**src/rtl/am_sdr_pkg.sv**
```systemverilog
// Shared constants for the 1-bit AM receiver datapath: CIC decimation
// ratio, stage count, accumulator width derivation and the CIC DC gain.
package am_sdr_pkg;

  localparam int LOG2_DECIM_DEF = 6;
  localparam int STAGES         = 3;

  // Bit growth of an N-stage CIC is N*log2(R); two extra bits hold the
  // sign and the full-scale +/-R^N result without ambiguity.
  function automatic int acc_width(input int stages, input int log2r);
    return stages * log2r + 2;
  endfunction

  localparam int ACC_W_DEF = acc_width(STAGES, LOG2_DECIM_DEF);
  localparam int CIC_GAIN  = 2 ** (STAGES * LOG2_DECIM_DEF);

endpackage

```
**src/rtl/am_cic_decimator.sv**
```systemverilog
// Three-stage CIC decimator (differential delay 1) turning the mixed 1-bit
// +1/-1 stream of one channel into signed baseband words at fs/R.
// All arithmetic wraps modulo 2^ACC_W; the combs cancel the integrator
// overflow, so no saturation is used anywhere.
module am_cic_decimator
  import am_sdr_pkg::*;
#(
  parameter int LOG2_DECIM = LOG2_DECIM_DEF,
  localparam int ACC_W     = acc_width(STAGES, LOG2_DECIM)
) (
  input  logic                    clk,
  input  logic                    rst_n,
  input  logic                    in_valid,
  input  logic                    in_bit,
  output logic signed [ACC_W-1:0] out_data,
  output logic                    out_valid
);

  logic signed [ACC_W-1:0] i1, i2, i3;
  logic signed [ACC_W-1:0] z1, z2, z3;
  logic signed [ACC_W-1:0] x;
  logic signed [ACC_W-1:0] c1, c2, c3;
  logic [LOG2_DECIM-1:0]   cnt;
  logic                    dec_event;

  // Input mapping (+1/-1) and the decimation event: last sample of a window.
  always_comb begin
    x         = in_bit ? ACC_W'(1) : {ACC_W{1'b1}};
    dec_event = in_valid && (cnt == {LOG2_DECIM{1'b1}});
  end

  // Comb chain evaluated on the pre-update i3 within the event cycle.
  always_comb begin
    c1 = i3 - z1;
    c2 = c1 - z2;
    c3 = c2 - z3;
  end

  // Pipelined integrators and window counter, advancing only on valid samples.
  always_ff @(posedge clk) begin
    if (!rst_n) begin
      i1  <= '0;
      i2  <= '0;
      i3  <= '0;
      cnt <= '0;
    end else if (in_valid) begin
      i1  <= i1 + x;
      i2  <= i2 + i1;
      i3  <= i3 + i2;
      cnt <= cnt + LOG2_DECIM'(1);
    end
  end

  // Comb delay update and registered output, one pulse per decimation event.
  always_ff @(posedge clk) begin
    if (!rst_n) begin
      z1        <= '0;
      z2        <= '0;
      z3        <= '0;
      out_data  <= '0;
      out_valid <= 1'b0;
    end else begin
      out_valid <= dec_event;
      if (dec_event) begin
        z1       <= i3;
        z2       <= c1;
        z3       <= c2;
        out_data <= c3;
      end
    end
  end

endmodule

```
**config.mk**
```make
export PLATFORM = sky130hd
export DESIGN_NAME = am_cic_decimator
export DESIGN_NICKNAME = d
export VERILOG_FILES = /design/src/rtl/am_sdr_pkg.sv /design/src/rtl/am_cic_decimator.sv
export SDC_FILE = /design/constraint.sdc
export NUM_CORES = 1
export LEC_CHECK = 0
export ABC_CLOCK_PERIOD_IN_PS = 5150
export CAP_MARGIN = 20
export CORE_MARGIN = 2
export CORE_UTILIZATION = 57
export DETAILED_ROUTE_END_ITERATION = 10
export HOLD_SLACK_MARGIN = 0.12
export MAX_ROUTING_LAYER = met4
export PLACE_DENSITY = 0.77
export SLEW_MARGIN = 20
export SYNTH_ARGS = -nofsm -noshare
export SYNTH_HDL_FRONTEND = slang
export SYNTH_SLANG_ARGS = --single-unit
```
**constraint.sdc**
```tcl
create_clock -name clk -period 5.15 [get_ports clk]
set_input_delay 0.7725 -clock clk [delete_from_list [all_inputs] [get_ports clk]]
set_output_delay 0.7725 -clock clk [all_outputs]
set_load 0.005 [all_outputs]
```
==> reports/results.ini, run 1 <==
[status]
status=finished clean

[power_and_ir_drop]
p_int_mw=4.32
seqPwrFrac=0.166
pwr-share-clk=0.177
combinationalPowerShare=0.657
ir_drop_uv=606
powerDensity_mw_per_mm2=631
p_leak_nw=5.02
power_mw=7.61
power_switching_mw=3.29
switching_share=0.432

[clock_network]
clockBufferDepth=2
h-tree-depth=4
numCtsBuffers=17
cts_tree=built
clock-sinks=147
root_buffer=clkbuf_16
clk_latency_ns=0.44
clkTransAtPathRegs_ns=0.07
ctsHoldBuffers=0

[floorplan]
core_mm2=0.0180
die-area_mm2=0.0194
die_h_um=139
initial_utilization=0.580
die_x_um=139
num_rows=49
design.portCount=25

[logic_synthesis]
synth_edf_count=0
ys_warn_count=0
synth_cell_type_count=76
syn_inst=1314
synth-async-reset-ratio=0
yosysSeqAreaShare=0.282
ys_ff_latch=147
synth_nets=1438
syn_area_mm2=0.0104
synthTopCellsByArea=dfxtp_1 28%, ha_1 14%, a21oi_1 6.6%, nand2_1 6.5%, xnor2_1 6.0%
syn_avg_cell_area_um2=7.93
synthFlopType=dfxtp_1
synth_top_cell_area_share=0.282
yosys.area.top_type=dfxtp_1

[critical_path]
cp_max_fo=5
start_kind=flip-flop
required_ns=5.47
arrival_ns=5.45
crit_type=reg2reg
worst_setup_path_end_kind=flip-flop

[cells_and_area]
fin_nets=1473
antenna_cells=0
postLayoutCellArea_mm2=0.0121
stdcell_count=1590
syn_to_final_growth_pct=15.7
layout-drive-gt1-share=0.114
utilization=0.672

[timing]
worst_pin_slew_ns=1.01
finalCritPeriodShare=0.997
fmax_ghz=0.195
max_slew_margin=0.328
rsz0062_at_grt=yes
finalCriticalPeriod_ns=5.13
skew_ns=0.0124
drv_slew=0
setup_ws_ns=0.0178
fin_hold_ws_ns=0.447
final-hold-violation-count=0
finalSetupViolCount=0
finalSetupTns_ns=0

[grt]
antenna_found_initial=0
grt_pass1_wl_mm=40.2
grt_max_degree=96
grt_overflow=0
track_usage=0.250
grt_pass1_vias=9012

[drt]
final_antenna_net_count=0
vias=9333
viasPerCell=5.87
wl_per_cell_um=15.2
drc=0
drtIter0Drc=561
wl_mm=24.2
dr.pass1.iters=6

[placement]
io_buffers=24
dpl.hpwl_mm=15.9
dp.cells=1543
globalplace.congestion=0.868
place_area_mm2=0.0110
place_ws_ns=-0.00587

[run]
cap_violations=0

[worst_hold_path]
hold_path.class=reg2reg

kinds of logic (layout without fill, tap and decap cells):
kind of cell	Yosys count	in the layout	synth area share
flops	147	147	0.282
fa+ha+maj	120	120	0.148
buf+inv	138	185	0.0500
compound gates	348	348	0.218
simple gates	429	429	0.186
xor+xnor	95	95	0.0805
mux	37	37	0.0355
critical path, stage by stage (launching register included):
cell	delay (ns)
dfxtp_4	0.37
inv_2	0.05
ha_4	0.20
nor2b_4	0.12
o31a_1	0.27
o41a_1	0.44
a21oi_2	0.22
xnor2_2	0.10
ha_1	0.37
a21oi_1	0.22
nand2_1	0.08
o21ai_1	0.21
o22ai_2	0.13
o21ai_1	0.16
nor2b_4	0.18
xnor2_2	0.07
ha_1	0.38
a21o_1	0.24
a21oi_2	0.22
nor2_4	0.05
a21oi_2	0.16
a31oi_4	0.12
nor4_1	0.24
a311o_1	0.20
and3_1	0.18
nor3_2	0.05
synth_stat cells (7+ instances only):
| cell | n |
|---|---|
| a211oi_1 | 18 |
| a21o_1 | 35 |
| a21oi_1 | 137 |
| a31oi_1 | 8 |
| and3_1 | 9 |
| buf_1 | 9 |
| clkbuf_1 | 37 |
| dfxtp_1 | 147 |
| ha_1 | 114 |
| inv_1 | 90 |
| mux2i_1 | 37 |
| nand2_1 | 181 |
| nand2b_1 | 14 |
| nand3_1 | 27 |
| nor2_1 | 116 |
| nor2b_1 | 16 |
| nor3_1 | 24 |
| o211ai_1 | 7 |
| o21a_1 | 14 |
| o21ai_0 | 45 |
| o21ai_1 | 9 |
| o21bai_1 | 13 |
| or3_1 | 7 |
| xnor2_1 | 71 |
| xor2_1 | 23 |
cell usage in the layout, fill, tap and decap left out, drive strengths merged, types with 25 or more instances in the layout:
cell / instances
buf: 40
nor3: 25
a21o: 38
o21ai: 56
dfxtp: 147
nand3: 27
nor2: 116
xnor2: 72
mux2i: 37
inv: 91
ha: 114
nand2: 181
a21oi: 141
flip-flops by register name (all words and copies together) (netlist names):
register   flops
z3            20
out_data      20
z2            20
i3            20
cnt            6
i2            20
z1            20
out_valid      1
i1            20
power groups by stage:
stage,sequential (mW),combinational (mW),clock [mW]
after global placement,1.29,3.80,0
after CTS,1.26,4.07,1.36
final,1.26,5.00,1.34
after floorplan,1.27,3.05,0
after detailed placement,1.29,3.87,0
after global routing,1.27,5.38,1.41
what timing repair did:
item / CTS / global route
buffers inserted: 1 / 15
gates resized for setup: 8 / 66
setup endpoints to repair: 4 / 7
pin swaps: 5 / 39
cell type report:
type / count / area (um2)
clock buffer: 19 / 453
clock inverter: 12 / 179
fill: 1443 / 5900
inverter: 91 / 344
multi-input combinational: 1029 / 7300
sequential: 147 / 2950
tap: 229 / 287
timing repair buffer: 63 / 552
per-layer routing:
metal / track usage / up-vias / wire [um]
li1: - / 4659 / -
met5: - / - / 0
met3: 0.0434 / 34 / 1080
met1: 0.318 / 4412 / 11100
met4: 0.0606 / 0 / 327
met2: 0.415 / 228 / 11700
worst paths after layout:
| kind | start | endpoint | slack (ns) | cells after the start |
|---|---|---|---|---|
| setup / recovery | z1[1] | out_data[19] | 0.02 | 25 |
| hold / removal | out_data[3] | out_data[3] | 0.45 | 2 |
| setup reg to reg | z1[1] | out_data[19] | 0.02 | 25 |
| hold reg to reg | out_data[3] | out_data[3] | 0.45 | 2 |
Note: power is estimated with default switching activity, not from simulation.
==> run 2, diff against run 1 <==
PLACE_DENSITY = 0.88   (was 0.77)
==> reports/results.ini, run 2 (synthesized netlist as in run 1, its figures left out) <==
[timing]
finalCriticalPeriod_ns=5.18
fmax_ghz=0.193
setup_ws_ns=-0.0302
finalCritPeriodShare=1.01
skew_ns=0.0153
finalSetupViolCount=3
finalSetupTns_ns=-0.0526
final-hold-violation-count=0
rsz0062_at_grt=yes
drv_slew=0
fin_hold_ws_ns=0.451
worst_pin_slew_ns=0.885
max_slew_margin=0.410

[critical_path]
cp_max_fo=4
crit_type=reg2reg
arrival_ns=5.50
worst_setup_path_end_kind=flip-flop
worst_path_largest_cell_delay_ns=0.38
crit_slowest_cell=fa_2
start_kind=flip-flop
required_ns=5.47

[grt]
antenna_found_initial=0
track_usage=0.263
grt_max_degree=87
grt_overflow=0
grt_pass1_vias=9163
grt_pass1_wl_mm=41.9

[clock_network]
clock-sinks=147
clk_latency_ns=0.44
root_buffer=clkbuf_16
cts_tree=built
numCtsBuffers=17
clkTransAtPathRegs_ns=0.07
h-tree-depth=4
ctsHoldBuffers=0
clockBufferDepth=2

[floorplan]
initial_utilization=0.580
die-area_mm2=0.0194
die_x_um=139
design.portCount=25
core_mm2=0.0180
num_rows=49
die_h_um=139

[drt]
drtIter0Drc=837
wl_mm=27.2
final_antenna_net_count=0
wl_per_cell_um=17.1
drc=0
vias=9832
dr.pass1.iters=5
viasPerCell=6.16

[power_and_ir_drop]
ir_drop_uv=634
power_mw=7.57
powerDensity_mw_per_mm2=629
p_leak_nw=5.00

[cells_and_area]
fin_nets=1477
postLayoutCellArea_mm2=0.0120
layout-drive-gt1-share=0.123
final_common_cell=nand2_1
stdcell_count=1595
antenna_cells=0
utilization=0.670
syn_to_final_growth_pct=15.5
layout_common_cells=179 x nand2_1, 144 x dfxtp_1, 124 x a21oi_1, 114 x nor2_1, 106 x ha_1

[run]
cap_violations=0

[placement]
place_ws_ns=0.00796
io_buffers=24
globalplace.congestion=0.839
dp.cells=1540
dpl.hpwl_mm=16.4
place_area_mm2=0.0109

[status]
violations=negative setup slack
status=finished with violations

[worst_hold_path]
hold_path.class=reg2reg

## run 2: area by class of cell
type / instances / area [um2]
Tap cell: 229 / 287
Timing Repair Buffer: 67 / 558
Sequential cell: 147 / 2950
Clock inverter: 13 / 174
Multi-Input combinational cell: 1029 / 7290
Clock buffer: 19 / 443
Fill cell: 1296 / 5920
Inverter: 91 / 344
## run 2: routing by layer
metal / track usage / wire (um)
met5: - / 0
met4: 0.109 / 1130
met3: 0.0365 / 1350
met2: 0.462 / 13600
met1: 0.301 / 11200
## run 2: power breakdown
part | internal (mW) | switching, mW
clock network | 0.783 | 0.537
logic | 2.23 | 2.74
registers | 1.20 | 0.0744
## run 2: worst max-delay path, delay by kind of cell (launching register included)
| family | cells | cell delay (ns) |
|---|---|---|
| buffers and inverters | 3 | 0.36 |
| xor gates and xnor gates | 3 | 0.54 |
| and+or+nand+nor | 4 | 0.55 |
| AOI/OAI and AO/OA | 12 | 2.06 |
| adders and majority gates | 4 | 1.22 |
| DFF | 1 | 0.34 |
## run 2: what timing repair did
item,in CTS,in global routing
setup buffers,10,13
setup endpoints to repair,1,7
resized for setup,12,63
pin swaps,17,46
## run 2: worst paths after layout
kind         cells after the start  slack (ns)           end    startpoint
max                             26       -0.03  out_data[18]         i3[0]
min                              2        0.45  out_data[12]  out_data[12]
max reg2reg                     26       -0.03  out_data[18]         i3[0]
min reg2reg                      2        0.45  out_data[12]  out_data[12]
==> run 3, diff against run 2 <==
ABC_CLOCK_PERIOD_IN_PS = unset   (was 5150)
==> results of run 3 <==
Final layout, timing and power as in run 2 (identical DEF).
==> RTL change 1 (config.mk and constraints of run 2) <==
Set the package constant `LOG2_DECIM_DEF` to 5 (it was 6).
--- a/src/rtl/am_sdr_pkg.sv
+++ b/src/rtl/am_sdr_pkg.sv
@@ -2,7 +2,7 @@
 // ratio, stage count, accumulator width derivation and the CIC DC gain.
 package am_sdr_pkg;
 
-  localparam int LOG2_DECIM_DEF = 6;
+  localparam int LOG2_DECIM_DEF = 5;
   localparam int STAGES         = 3;
 
   // Bit growth of an N-stage CIC is N*log2(R); two extra bits hold the
Ports: changed (resized out_data); port bits go from 25 to 22. The function was not compared with the original's and may differ.
==> RTL change 1 against run 2 <==
Final area shrank 19%. Power shrank 33%. Setup slack gained 0.46 ns. Area after synthesis shrank 16%. Hold slack lost 0.0022 ns. Sequential cell count shrank 22. Global-route usage shrank 1.6 points. First-iteration DRC count shrank 54%. Routed wire length shrank 31%. Sequential power shrank 14%.
==> RTL change 1: results (changes against run 2) <==
CTS
  • CTS root buffer: clkbuf_16
  • Skew-Pair Late Insertion Delay: 0.42 ns (-0.02 ns)
  • Maximum root-to-sink buffer count: 2 (unchanged)
  • H-Tree Depth: 4 (unchanged)
  • Worst-path clk slew: 0.05 ns (-0.02 ns)
  • Total CTS buffers: 17 (unchanged)

Synthesis
  • Synth Flop Type: dfxtp_1
  • Post-synthesis sequential area ratio: 28.7% (+0.49 points)
  • Synth async-reset ratio: 0% (unchanged)
  • Yosys cell types: 62 (-18%)
  • Post-synth top cells: nand2_1, dfxtp_1, a21oi_1, nor2_1, ha_1
  • Synth area leaders: dfxtp_1, ha_1, a21oi_1, xnor2_1, nand2_1
  • Ys Warns: 0 (unchanged)

Global routing
  • Total global-route track usage: 24.7% (-1.6 points)
  • Largest net degree at the start of global routing: 83 (-4.6%)
  • First-pass GRT wire length: 32700 um (-22%)
  • Initial antenna violation count: 0 (unchanged)
  • Vias in the first global route: 7453 (-19%)

Final layout
  • Share of cells above drive strength 1: 5.45% (-6.8 points)
  • Nets: 1213 (-18%)
  • Antenna cell count: 0 (unchanged)

Route
  • DRT Pass-1 Iters: 4 (-1)
  • Final WL: 18800 um (-31%)
  • Initial DRC Count: 388 (-54%)
  • Via Count: 7620 (-22%)

Place
  • PortBufs: 21 (-13%)
  • GP Congestion: 0.930 (+11%)
  • Final HPWL DP: 12600 um (-23%)

Pwr
  • Pleak: 4.02 nW (-19%)
  • Peak VDD IR: 0.316 mV (-50%)
  • Switching share of power: 39.0% (-5.3 points)

Timing
  • Clock tree skew after final layout: 0.00629 ns (-0.00897 ns)
  • Worst slew pin tran: 0.922 ns (+0.0365 ns)

Critical path
  • Worst path max stage delay: 0.38 ns (about the same)
  • CP Max Fanout: 4 (unchanged)
  • CP max stage cell: fa_2
  • CP arrival: 4.99 ns (-0.51 ns)

Min path
  • HP Class: reg -> reg

Outcome
  • Status: complete, no violations
## RTL change 1: cell types whose count changed after synthesis, sizes merged, moves of 9 or more
cell and delta:
a21oi -35, inv -13, nand2 -55, nand3 -14
a21o -9, xnor2 -14, nor2 -12, o21ai +13
ha -17, dfxtp -22
## RTL change 1: area by class of cell
type,instances,area [um2]
tap,188,235
fill,1232,5310
multi-input combinational,853,5820
inverter,78,294
clock inverter,5,125
clock buffer,27,523
timing repair buffer,31,280
sequential,125,2500
## RTL change 1: metal layers
metal / wire (um) / global-route usage, %
met3: 661 / 4.77
met5: 0 / -
met4: 352 / 9.31
met2: 9640 / 44.7
met1: 8160 / 26.8
## RTL change 1: metrics by stage
step	instances	power [mW]	hold WS, ns	worst slack, ns	instance area, um2
detailed placement	1274	3.69	0.445	-0.0587	9090
CTS	1306	5.03	0.451	0.0514	9740
global placement	1274	3.61	0.437	0.243	9090
floorplan	1091	3.25	0.434	0.555	8710
finish	1307	5.09	0.449	0.425	9780
global route	1307	5.52	0.469	-0.0300	9780
## RTL change 1: cells by family (layout without fill, tap and decap cells)
logic type / Yosys count / count (layout) / share of synthesized area [%]
simple gates: 333 / 333 / 17.3
fa+ha+maj: 103 / 103 / 15.3
compound gates: 304 / 304 / 22.0
xor+xnor: 78 / 78 / 7.84
flops: 125 / 125 / 28.7
mux: 35 / 35 / 4.02
buf+inv: 113 / 141 / 4.87
## RTL change 1: worst max-delay path: cells and delay by family, from the launching register on
kind            cells  cell delay, ns
compound gates     11            1.67
xor+xnor            3            0.47
fa+ha+maj           4            1.17
buf+inv             2            0.13
flops               1            0.34
simple gates        6            0.82
## RTL change 1: power groups by stage
stage          Clock [mW]  Combinational [mW]  Sequential, mW
2_1_floorplan           0                2.15            1.09
3_3_place_gp            0                2.49            1.11
3_5_place_dp            0                2.57            1.12
4_1_cts              1.32                2.61            1.10
5_1_grt              1.37                3.04            1.11
6_report             1.31                2.68            1.10
## RTL change 1: path summary, 6_finish.rpt
check	startpoint	to	slack, ns	cells after the start
max	i3[0]$_SDFFE_PN0P_	out_data[16]$_SDFFE_PN0P_	0.43	26
max reg2reg	i3[0]$_SDFFE_PN0P_	out_data[16]$_SDFFE_PN0P_	0.43	26
min	out_data[5]$_SDFFE_PN0P_	out_data[5]$_SDFFE_PN0P_	0.45	2
min reg2reg	out_data[5]$_SDFFE_PN0P_	out_data[5]$_SDFFE_PN0P_	0.45	2
## RTL change 1: timing repair
item                       CTS  global route
setup endpoints to repair    1             6
buffers inserted             0             1
pin swaps                    0             2
resized for setup            1            13
==> RTL change 2 (config.mk and constraints of run 2) <==
Without the edit above. Register the output `out_data` once more, cleared by the reset; this adds one clock of latency there. The other outputs are not delayed to match.
--- a/src/rtl/am_cic_decimator.sv
+++ b/src/rtl/am_cic_decimator.sv
@@ -15,6 +15,8 @@
   output logic signed [ACC_W-1:0] out_data,
   output logic                    out_valid
 );
+
+  logic signed [ACC_W-1:0] out_data_s0;
 
   logic signed [ACC_W-1:0] i1, i2, i3;
   logic signed [ACC_W-1:0] z1, z2, z3;
@@ -57,7 +59,7 @@
       z1        <= '0;
       z2        <= '0;
       z3        <= '0;
-      out_data  <= '0;
+      out_data_s0 <= '0;
       out_valid <= 1'b0;
     end else begin
       out_valid <= dec_event;
@@ -65,8 +67,16 @@
         z1       <= i3;
         z2       <= c1;
         z3       <= c2;
-        out_data <= c3;
+        out_data_s0 <= c3;
       end
+    end
+  end
+
+  always_ff @(posedge clk) begin
+    if (!rst_n) begin
+      out_data <= '0;
+    end else begin
+      out_data <= out_data_s0;
     end
   end
 
Behaviour: same outputs for any inputs over 10 cycles, from zero or initial values and one cycle with rst_n low; that may be too few to reach the edited logic, so the function may still have changed.
==> RTL change 2 against run 2 <==
The flow still finishes with violations (setup timing). Largest power group unchanged. Area after synthesis grew 5.3%. First-iteration DRC count is 33% lower. Power down 2.4%. Sequential share of layout area up 2.4 points. Routed wire length shrank 13%. Critical path type unchanged. Sequential cell count rose by 20. Global-route usage decreased by 2.4 points. Setup slack got worse by 0.065 ns. Final area increased by 3.3%. Sequential power up 11%.
==> RTL change 2: results (changes against run 2) <==
Outcome
  • Failing checks: setup timing
  • Status: finished with violations

Global routing
  • Initial antenna violation count: 0 (unchanged)
  • Largest net degree at the start of global routing: 119 (+37%)
  • First-pass GRT wire length: 39400 um (-5.9%)
  • Vias in the first global route: 8986 (-1.9%)
  • Total global-route track usage: 23.9% (-2.4 points)

CTS
  • CTS root buffer: clkbuf_16
  • CTS resizes: 11 (-1)
  • H-Tree Depth: 4 (unchanged)
  • Maximum root-to-sink buffer count: 2 (unchanged)
  • Total CTS buffers: 17 (unchanged)
  • Setup bufs post-CTS: 12 (+2)

Timing
  • Post-route setup slack: -0.0948 ns (-0.0646 ns)
  • Finish-stage setup viols: 1 (-2)
  • Worst slew pin tran: 1.01 ns (+0.124 ns)
  • Post-Route Setup TNS: -0.0948 ns (-0.0422 ns)
  • Hold_ws: 0.455 ns (+0.00458 ns)
  • Clock tree skew after final layout: 0.00884 ns (-0.00641 ns)

Synthesis
  • Adder and majority cell fraction of the synthesized area: 14.1% (-0.75 points)
  • Synth Area in Compound Gates: 21.3% (-0.47 points)
  • Synth area leaders: dfxtp_1, ha_1, xnor2_1, nand2_1, a21oi_1
  • Mux share of post-synthesis cell area: 3.83% (+0.28 points)
  • Yosys cell types: 61 (-20%)
  • Post-synth top cells: nand2_1, dfxtp_1, ha_1, inv_1, a21oi_1
  • Synth async-reset ratio: 0% (unchanged)
  • XOR/XNOR Fraction of Synth Area: 8.22% (+0.16 points)
  • Post-Syn Nets: 1432 (-0.42%)
  • Post-synthesis sequential area ratio: 30.5% (+2.2 points)

Place
  • GP Congestion: 0.849 (+1.2%)
  • Final HPWL DP: 15400 um (-6.0%)
  • PortBufs: 24 (unchanged)
  • Pre-CTS WS: -0.108 ns (-0.116 ns)

Critical path
  • Worst path max stage delay: 0.35 ns (-0.03 ns)
  • CP arrival: 5.58 ns (+0.08 ns)
  • Reg2reg start: i3[0]$_SDFFE_PN0P_
  • Critical path class: reg -> reg
  • CP max stage cell: a211o_1

Final layout
  • Antenna cell count: 0 (unchanged)
  • Share of cells above drive strength 1: 9.20% (-3.1 points)
  • Fillers: 1391 (+7.3%)
  • Nets: 1470 (-0.47%)

Min path
  • Hold Path Origin: z2[18]$_SDFFE_PN0P_
  • HP Class: reg -> reg
  • Hold Path Stages: 2 (unchanged)

Route
  • Initial DRC Count: 558 (-33%)
  • Via Count: 9185 (-6.6%)
  • DRT Pass-1 Iters: 7 (+2)
  • DR WL/cell: 14.6 um (-14%)

Pwr
  • Peak VDD IR: 0.443 mV (-30%)
  • Pleak: 5.22 nW (+4.5%)
-- RTL change 2: cell type report --
class / instances / share of cell area (%)
clock buffer: 17 / 3.42
clock inverter: 15 / 1.15
inverter: 96 / 2.90
multi-input combinational: 1001 / 58.7
sequential: 167 / 26.9
tap: 260 / 2.61
timing repair buffer: 63 / 4.30
-- RTL change 2: power by group --
part / switching [mW] / total [mW] / internal (mW) / leakage (nW)
logic: 2.48 / 4.71 / 2.23 / 3.59
clock network: 0.588 / 1.26 / 0.676 / 0.276
registers: 0.0678 / 1.42 / 1.36 / 1.35
-- RTL change 2: metal layers --
layer / global-route usage, % / wire, um / up-vias
li1: - / - / 4575
met1: 26.9 / 10400 / 4331
met2: 41.9 / 11800 / 203
met3: 4.12 / 794 / 76
met4: 9.95 / 668 / 0
met5: - / 0 / -
-- RTL change 2: worst paths after layout --
kind	endpoint
setup / recovery	out_data_s0[19]$_SDFFE_PN0P_
hold / removal	z2[18]$_SDFFE_PN0P_
setup reg to reg	out_data_s0[19]$_SDFFE_PN0P_
hold reg to reg	z2[18]$_SDFFE_PN0P_
-- RTL change 2: worst min-delay path, cell delays in order (launching register included) --
cell and delay (ns):
dfxtp_1 0.31, nand2_1 0.05, a21boi_1 0.05
-- RTL change 2: cells by family (layout without fill, tap and decap cells) --
kind of cell,Yosys count,after routing
AOI/OAI and AO/OA,344,344
xor gates and xnor gates,103,103
adders and majority gates,120,120
buffers and inverters,140,191
DFF,167,167
muxes,42,42
and+or+nand+nor,392,392
-- RTL change 2: metrics by stage --
stage / utilization [%] / instance area, um2 / cells
after floorplan: - / 11000 / 1308
after global placement: 61.3 / 11500 / 1568
after detailed placement: 61.3 / 11500 / 1568
after CTS: 65.0 / 12200 / 1612
after global routing: 66.1 / 12400 / 1619
final: 66.1 / 12400 / 1619
